`src/rtl/cpu_run_controller.sv`:
```
// Run/halt/single-step controller: debounces active-low push-buttons and
// sequences the CPU reset and clock enable (CPU clock is gated, never muxed).

module cpu_run_debounce #(
  parameter int DEBOUNCE_CYCLES = 65535
) (
  input  logic clk_i,
  input  logic reset_i,
  input  logic btn_i,
  output logic level_o,
  output logic press_o
);
  localparam int CW = $clog2(DEBOUNCE_CYCLES + 1);

  logic [1:0]    sync_q;
  logic [CW-1:0] cnt_q, cnt_d;
  logic          level_q, level_d;
  logic          press_q, press_d;
  logic          pressed;

  // Pin is active-low; compare in "1 = pressed" terms against the level.
  assign pressed = ~sync_q[1];

  always_comb begin
    cnt_d   = '0;
    level_d = level_q;
    press_d = 1'b0;
    if (pressed != level_q) begin
      if (cnt_q == CW'(DEBOUNCE_CYCLES - 1)) begin
        level_d = pressed;
        press_d = pressed;
      end else begin
        cnt_d = cnt_q + 1'b1;
      end
    end
  end

  always_ff @(posedge clk_i or negedge reset_i) begin
    if (!reset_i) begin
      sync_q  <= 2'b11;
      cnt_q   <= '0;
      level_q <= 1'b0;
      press_q <= 1'b0;
    end else begin
      sync_q  <= {sync_q[0], btn_i};
      cnt_q   <= cnt_d;
      level_q <= level_d;
      press_q <= press_d;
    end
  end

  assign level_o = level_q;
  assign press_o = press_q;
endmodule

module cpu_run_controller #(
  parameter int NUM_BTN           = 2,
  parameter int DEBOUNCE_CYCLES   = 65535,
  parameter int RESET_HOLD_CYCLES = 16,
  parameter int STEP_CYCLES       = 1
) (
  input  logic               clk_i,
  input  logic               reset_i,
  input  logic [NUM_BTN-1:0] btn_i,
  input  logic               halt_req_i,
  output logic               cpu_rst_n_o,
  output logic               cpu_clk_en_o,
  output logic [NUM_BTN-1:0] btn_level_o,
  output logic [NUM_BTN-1:0] btn_press_o,
  output logic [1:0]         run_state_o
);
  typedef enum logic [1:0] {
    ST_RESET = 2'd0,
    ST_RUN   = 2'd1,
    ST_HALT  = 2'd2,
    ST_STEP  = 2'd3
  } state_e;

  // One counter serves both the reset hold and the step length.
  localparam int MAXC = (RESET_HOLD_CYCLES > STEP_CYCLES) ? RESET_HOLD_CYCLES : STEP_CYCLES;
  localparam int TW   = $clog2(MAXC + 1);

  logic [NUM_BTN-1:0] press;
  state_e             state_q, state_d;
  logic [TW-1:0]      tcnt_q, tcnt_d;
  logic               rst_n_q, rst_n_d;
  logic               en_q, en_d;

  for (genvar g = 0; g < NUM_BTN; g++) begin : g_btn
    cpu_run_debounce #(.DEBOUNCE_CYCLES(DEBOUNCE_CYCLES)) u_db (
      .clk_i   (clk_i),
      .reset_i (reset_i),
      .btn_i   (btn_i[g]),
      .level_o (btn_level_o[g]),
      .press_o (press[g])
    );
  end

  always_comb begin
    state_d = state_q;
    tcnt_d  = tcnt_q + 1'b1;
    // Restart wins over everything and re-arms the full hold.
    if (press[0]) begin
      state_d = ST_RESET;
      tcnt_d  = '0;
    end else begin
      case (state_q)
        ST_RESET: if (tcnt_q == TW'(RESET_HOLD_CYCLES - 1)) begin
          state_d = ST_RUN;
          tcnt_d  = '0;
        end
        ST_RUN: begin
          tcnt_d = '0;
          if (press[1] || halt_req_i) state_d = ST_HALT;
        end
        ST_HALT: begin
          tcnt_d = '0;
          if (press[1]) state_d = ST_STEP;
        end
        ST_STEP: if (tcnt_q == TW'(STEP_CYCLES - 1)) begin
          state_d = ST_HALT;
          tcnt_d  = '0;
        end
        default: begin
          state_d = ST_RESET;
          tcnt_d  = '0;
        end
      endcase
    end
    // Outputs follow the next state so they change with run_state.
    rst_n_d = (state_d != ST_RESET);
    en_d    = (state_d == ST_RUN) || (state_d == ST_STEP);
  end

  always_ff @(posedge clk_i or negedge reset_i) begin
    if (!reset_i) begin
      state_q <= ST_RESET;
      tcnt_q  <= '0;
      rst_n_q <= 1'b0;
      en_q    <= 1'b0;
    end else begin
      state_q <= state_d;
      tcnt_q  <= tcnt_d;
      rst_n_q <= rst_n_d;
      en_q    <= en_d;
    end
  end

  assign cpu_rst_n_o  = rst_n_q;
  assign cpu_clk_en_o = en_q;
  assign btn_press_o  = press;
  assign run_state_o  = state_q;
endmodule

```
`config.mk`:
```
export PLATFORM = sky130hd
export DESIGN_NAME = cpu_run_controller
export DESIGN_NICKNAME = d
export VERILOG_FILES = /design/src/rtl/cpu_run_controller.sv
export SDC_FILE = /design/constraint.sdc
export NUM_CORES = 1
export LEC_CHECK = 0
export BUFFER_PORTS_ARGS = -buffer_cell sky130_fd_sc_hd__buf_2
export CORE_MARGIN = 1.5
export CORE_UTILIZATION = 50
export DETAILED_ROUTE_END_ITERATION = 7
export GPL_TIMING_DRIVEN = 0
export PLACE_DENSITY = 0.67
export SYNTH_ARGS = -nofsm -noshare
export SYNTH_HDL_FRONTEND = slang
export SYNTH_SLANG_ARGS = --single-unit
```
`constraint.sdc`:
```
create_clock -name clk_i -period 5 [get_ports clk_i]
set_clock_uncertainty 0.1 [all_clocks]
set_input_delay 1.5 -clock clk_i [delete_from_list [all_inputs] [get_ports clk_i]]
set_output_delay 1.5 -clock clk_i [all_outputs]
set_load 0.01 [all_outputs]
```
# Word level (Yosys, flattened, before mapping)
# Index checks and enable logic that the tools add are counted.
# classes
add_sub_neg	3
n_bitwise	2
mux	18
n_reduce_logical	8
n_eq_ne	10
# op_table
cell	count
2-to-1 mux 16 bit	4
adder 16 x 1 -> 16 bit (second input constant)	2
equality test 16 bit (second input constant)	2
2-to-1 mux 5 bit	3
case mux 5 bit (3 select lines)	1
2-to-1 mux 2 bit	5
case mux 2 bit (4 select lines)	1
equality test 2 bit (second input constant)	3
adder 5 x 1 -> 5 bit (second input constant)	1
equality test 5 x 4 -> 1 bit (second input constant)	1
logical NOT 5 bit	1
equality test 2 x 1 -> 1 bit (second input constant)	2
2-to-1 mux 1 bit	4
AND reduction 2 bit	2
logical NOT 2 bit	1
logical OR 1 bit	2
!= test 1 bit	2
inverter 1 bit	2
nonzero test 2 bit	1
OR reduction 2 bit	1
# totals
input_bits	5
ff_bits	49
elab_cells	53
out_inout_bits	8

# Longest topological paths before layout
# logic_depth
ltp_word	6
ltp_mapped	8
mapped_depth_nobuf	8

# Modules after synthesis
# Synthesis repeated with hierarchy kept, for this count alone.
# unflattened
hier_cells	209
hier_area_um2	2250.9
# by_module_without_submodules
mod	area_each_um2	cells_each	seq_area_each_um2	instances
cpu_run_debounce	915.9	85	503.0	2
cpu_run_controller	419.2	39	200.2	1

# Worst setup path after synthesis
# Ideal clock, no wire load.
# synth_timing
path_type	flip-flop to output port
from	reg, netlist name cpu_clk_en_o
to	out run_state_o[0]
setup_slack_ns	2.786
path_buffers	1
required_time_ns	3.400
arrival_ns	0.614
stages_incl_launch_ff	2
path_cell_list	dfrtp_1 > buf_4
# synth_lines
item	line	text
end, declared	70	output logic [1:0] run_state_o

# Worst setup path in the final report
# layout_timing
from	reg g_btn[0].u_db.press_q
to	out btn_press_o[0]
# layout_lines
item	line	text
start, declared	18	logic press_q, press_d;
start signal, assigned	48	press_q <= press_d;
end, declared	69	output logic [NUM_BTN-1:0] btn_press_o,
# No word-level cell between the ends.

==> impl_summary.log <==
INFO  metric antenna-diode-count = 0
INFO  metric slew_hr = 31.9%
INFO  metric first_global_vias = 1,542
INFO  metric max-cap-violations = 0
INFO  metric last_weighted_congestion_value_of_the_routability_driven_placer = 0.743
INFO  metric htreeDepth = 2
INFO  metric post-cts-setup-buffer-count = 0
INFO  metric post_drt_wl_per_cell = 12.6 µm
INFO  metric buffer_ports.inserted = 12
INFO  metric synth.ff_latch_count = 48
INFO  metric worst_setup_path_end_kind = primary output
INFO  metric mappedNetlistArea = 2310 µm²
INFO  metric ys_top_cells_by_area = dfrtp_1 48%, nor2_1 6.2%, xnor2_1 6.1%
INFO  metric run_status = finished clean
INFO  metric pwr_dens = 284 nW/µm²
INFO  metric synthDominantAreaCellType = dfrtp_1
INFO  metric clk_pin_slew = 0.09 ns
INFO  metric crit_path_max_incr_delay = 0.46 ns
INFO  metric detail_route.vias_per_cell = 5.23
INFO  metric finalHoldViolCount = 0
INFO  metric drive_above_1_share = 16.5%
INFO  metric ant_nets = 0
INFO  metric final_nets = 255
INFO  metric sequential_cell_area = 1210 µm²
INFO  metric grt_start_max_net_pins = 49
INFO  metric path_class = reg2out
INFO  metric area_growth = 10.9%
INFO  metric filler_cell_count = 379
INFO  metric yosys_warnings = 0
INFO  metric clock_tree.buffer_depth = 2
INFO  metric vias = 1,544
INFO  metric synth_most_common_cell = dfrtp_1
INFO  metric synth_largest_type_area_fraction = 47.6%
INFO  metric detail_route.drc_violations = 0
INFO  metric p_leak = 0.00112 µW
INFO  metric dp.final_hpwl = 2570 µm
INFO  metric critical_path.cell_chain = buf_4, buf_2
INFO  metric wirelength = 3720 µm
INFO  metric critPathRequiredTime = 3.40 ns
INFO  metric worst-slew-pin-transition = 1.02 ns
INFO  metric cp_data_arrival_time = 1.05 ns
INFO  metric timing.final.max_slew_violations = 0
INFO  metric placement_rows = 24
INFO  metric synthDistinctLibCells = 40
INFO  metric max_clock_freq = 377 MHz
INFO  metric postSynthCellCount = 223
INFO  metric ctsHoldBuffers = 0
INFO  metric synth-async-reset-ratio = 100%
INFO  metric fp.coreArea = 4410 µm²
INFO  metric synth-seq-area-share = 52.2%
INFO  metric tritoncts = built
INFO  metric path_max_fanout = 6
INFO  metric initial_utilization = 52.4%
INFO  metric fp.dieW = 71.0 µm
INFO  metric ys_dominant_reg_cell = dfrtp_1
INFO  metric timing.final.crit_period = 2.65 ns
INFO  metric cts_repair_resize_count = 0
INFO  metric power.ir.vdd_worst = 0.189 mV
INFO  metric synthesis.area_per_instance = 10.4 µm²
INFO  metric area_used_by_multi_input_combinational_logic = 1010 µm²
INFO  metric timing.setup.tns = 0 ns
INFO  metric start_kind = register
INFO  metric synth.cells.most_frequent = 44 x dfrtp_1, 38 x nor2_1, 16 x xnor2_1
INFO  metric die_y = 71.0 µm
INFO  metric grtUsageTotal = 17.1%
INFO  metric final_core_util = 58.1%
INFO  metric min_path_type = reg2reg
INFO  metric grt_antenna_before_repair = 0
INFO  metric fin_worst_hold_slack = 0.256 ns
INFO  metric floorplan.die_area = 5040 µm²
INFO  metric synth_fp_nets = 236
INFO  metric synth-edff-count = 0
INFO  metric cts_buffer_count = 5
INFO  metric design_area = 2560 µm²
INFO  metric unrepaired_setup_endpoints_after_global_routing = false
INFO  metric clk_latency = 0.30 ns
INFO  metric global_route_congestion_overflow_total = 0
INFO  metric cts_sinks = 48
INFO  metric crit_path_top_delay_cell = dfrtp_1
INFO  metric ioPinCount = 13
INFO  metric grt_pass1_wl = 6780 µm
INFO  metric placement.cell_area = 2440 µm²
INFO  metric first_iter_violations = 68
INFO  metric period_share = 53.0%
INFO  metric report.final.setup_viol = 0
INFO  metric detail_route.first_pass.iterations = 6
INFO  metric clock_tree.root_cell = clkbuf_8
per-layer routing:
layer	share of wire, %	GRT usage [%]	wire [µm]	vias to the layer above
met5	0	0	0	-
met4	1.4	6.29	53	0
met3	3.4	4.70	126	5
met2	44	27.0	1630	18
met1	51	22.9	1920	732
li1	-	-	-	789
flip-flops by register name (all words and copies together), names as in the netlist:
signal and cells:
g_btn.u_db.cnt_q 32, tcnt_q 5, g_btn.u_db.sync_q 4, g_btn.u_db.level_o 2
g_btn.u_db.press_o 2, cpu_clk_en_o 1, cpu_rst_n_o 1, run_state_o 1
logic make-up (layout without fill, tap and decap cells):
group / count (synthesis) / count (layout) / synth area share (%)
xor+xnor: 30 / 30 / 11.4
simple gates: 101 / 101 / 23.0
compound gates: 19 / 19 / 5.20
fa+ha+maj: 8 / 8 / 4.33
flops: 48 / 48 / 52.2
buf+inv: 17 / 37 / 3.95
report_power, final:
group | leakage, µW | switching (µW) | total (µW) | internal [µW]
Sequential | 0.000641 | 7.11 | 402 | 395
Combinational | 0.000417 | 16.5 | 23.9 | 7.36
Clock | 0.0000645 | 125 | 301 | 176
Total | 0.00112 | 148 | 727 | 579
cells in the final DEF (no fill, tap or decap), types with 2 or more instances in the layout:
cell type,netlist,routed
inv_1,9,9
buf_2,1,13
nor2_1,38,38
xor2_1,14,14
o21ai_0,8,8
nand3_1,14,14
clkbuf_8,0,7
ha_1,8,8
nor3_1,8,8
a21oi_1,3,3
buf_4,5,5
o21ai_1,2,2
nand2_1,9,9
xnor2_1,16,16
dfstp_2,4,4
nand4_1,9,9
nor4_1,4,4
or2_2,2,2
dfrtp_1,44,44
and4_1,4,4
through the flow:
stage,std cells,worst slack (ns),total power [µW]
finish,295,2.35,727
global route,295,2.32,755
CTS,295,2.34,738
detailed placement,287,2.46,434
global placement,287,2.48,434
floorplan,223,2.79,420
critical path, delay by kind of cell, from the launching register on:
family                 cells  cell delay (ns)
buffers and inverters      2             0.28
flip-flops                 1             0.46
layout make-up:
type                            instances  area share (%)
Multi-Input combinational cell        158            39.6
Buffer                                  8            2.24
Inverter                                9            1.32
Clock buffer                            7            3.76
Clock inverter                          1            1.17
Sequential cell                        48            47.0
Timing Repair Buffer                   12            2.34
Tap cell                               52            2.54
final timing paths:
kind	startpoint	to	slack, ns	cells after the start
setup / recovery	g_btn[0].u_db.press_o$_DFF_PN0_	btn_press_o[0]	2.35	2
hold / removal	g_btn[1].u_db.sync_q[0]$_DFF_PN1_	g_btn[1].u_db.sync_q[1]$_DFF_PN1_	0.26	0
setup reg to reg	g_btn[1].u_db.cnt_q[5]$_DFF_PN0_	g_btn[1].u_db.cnt_q[11]$_DFF_PN0_	3.00	5
hold reg to reg	g_btn[1].u_db.sync_q[0]$_DFF_PN1_	g_btn[1].u_db.sync_q[1]$_DFF_PN1_	0.26	0
max in group asynchronous	reset_i	g_btn[0].u_db.cnt_q[4]$_DFF_PN0_	2.90	1
min in group asynchronous	reset_i	g_btn[0].u_db.cnt_q[9]$_DFF_PN0_	1.27	1
No activity file was read; power rests on OpenSTA's default activity.
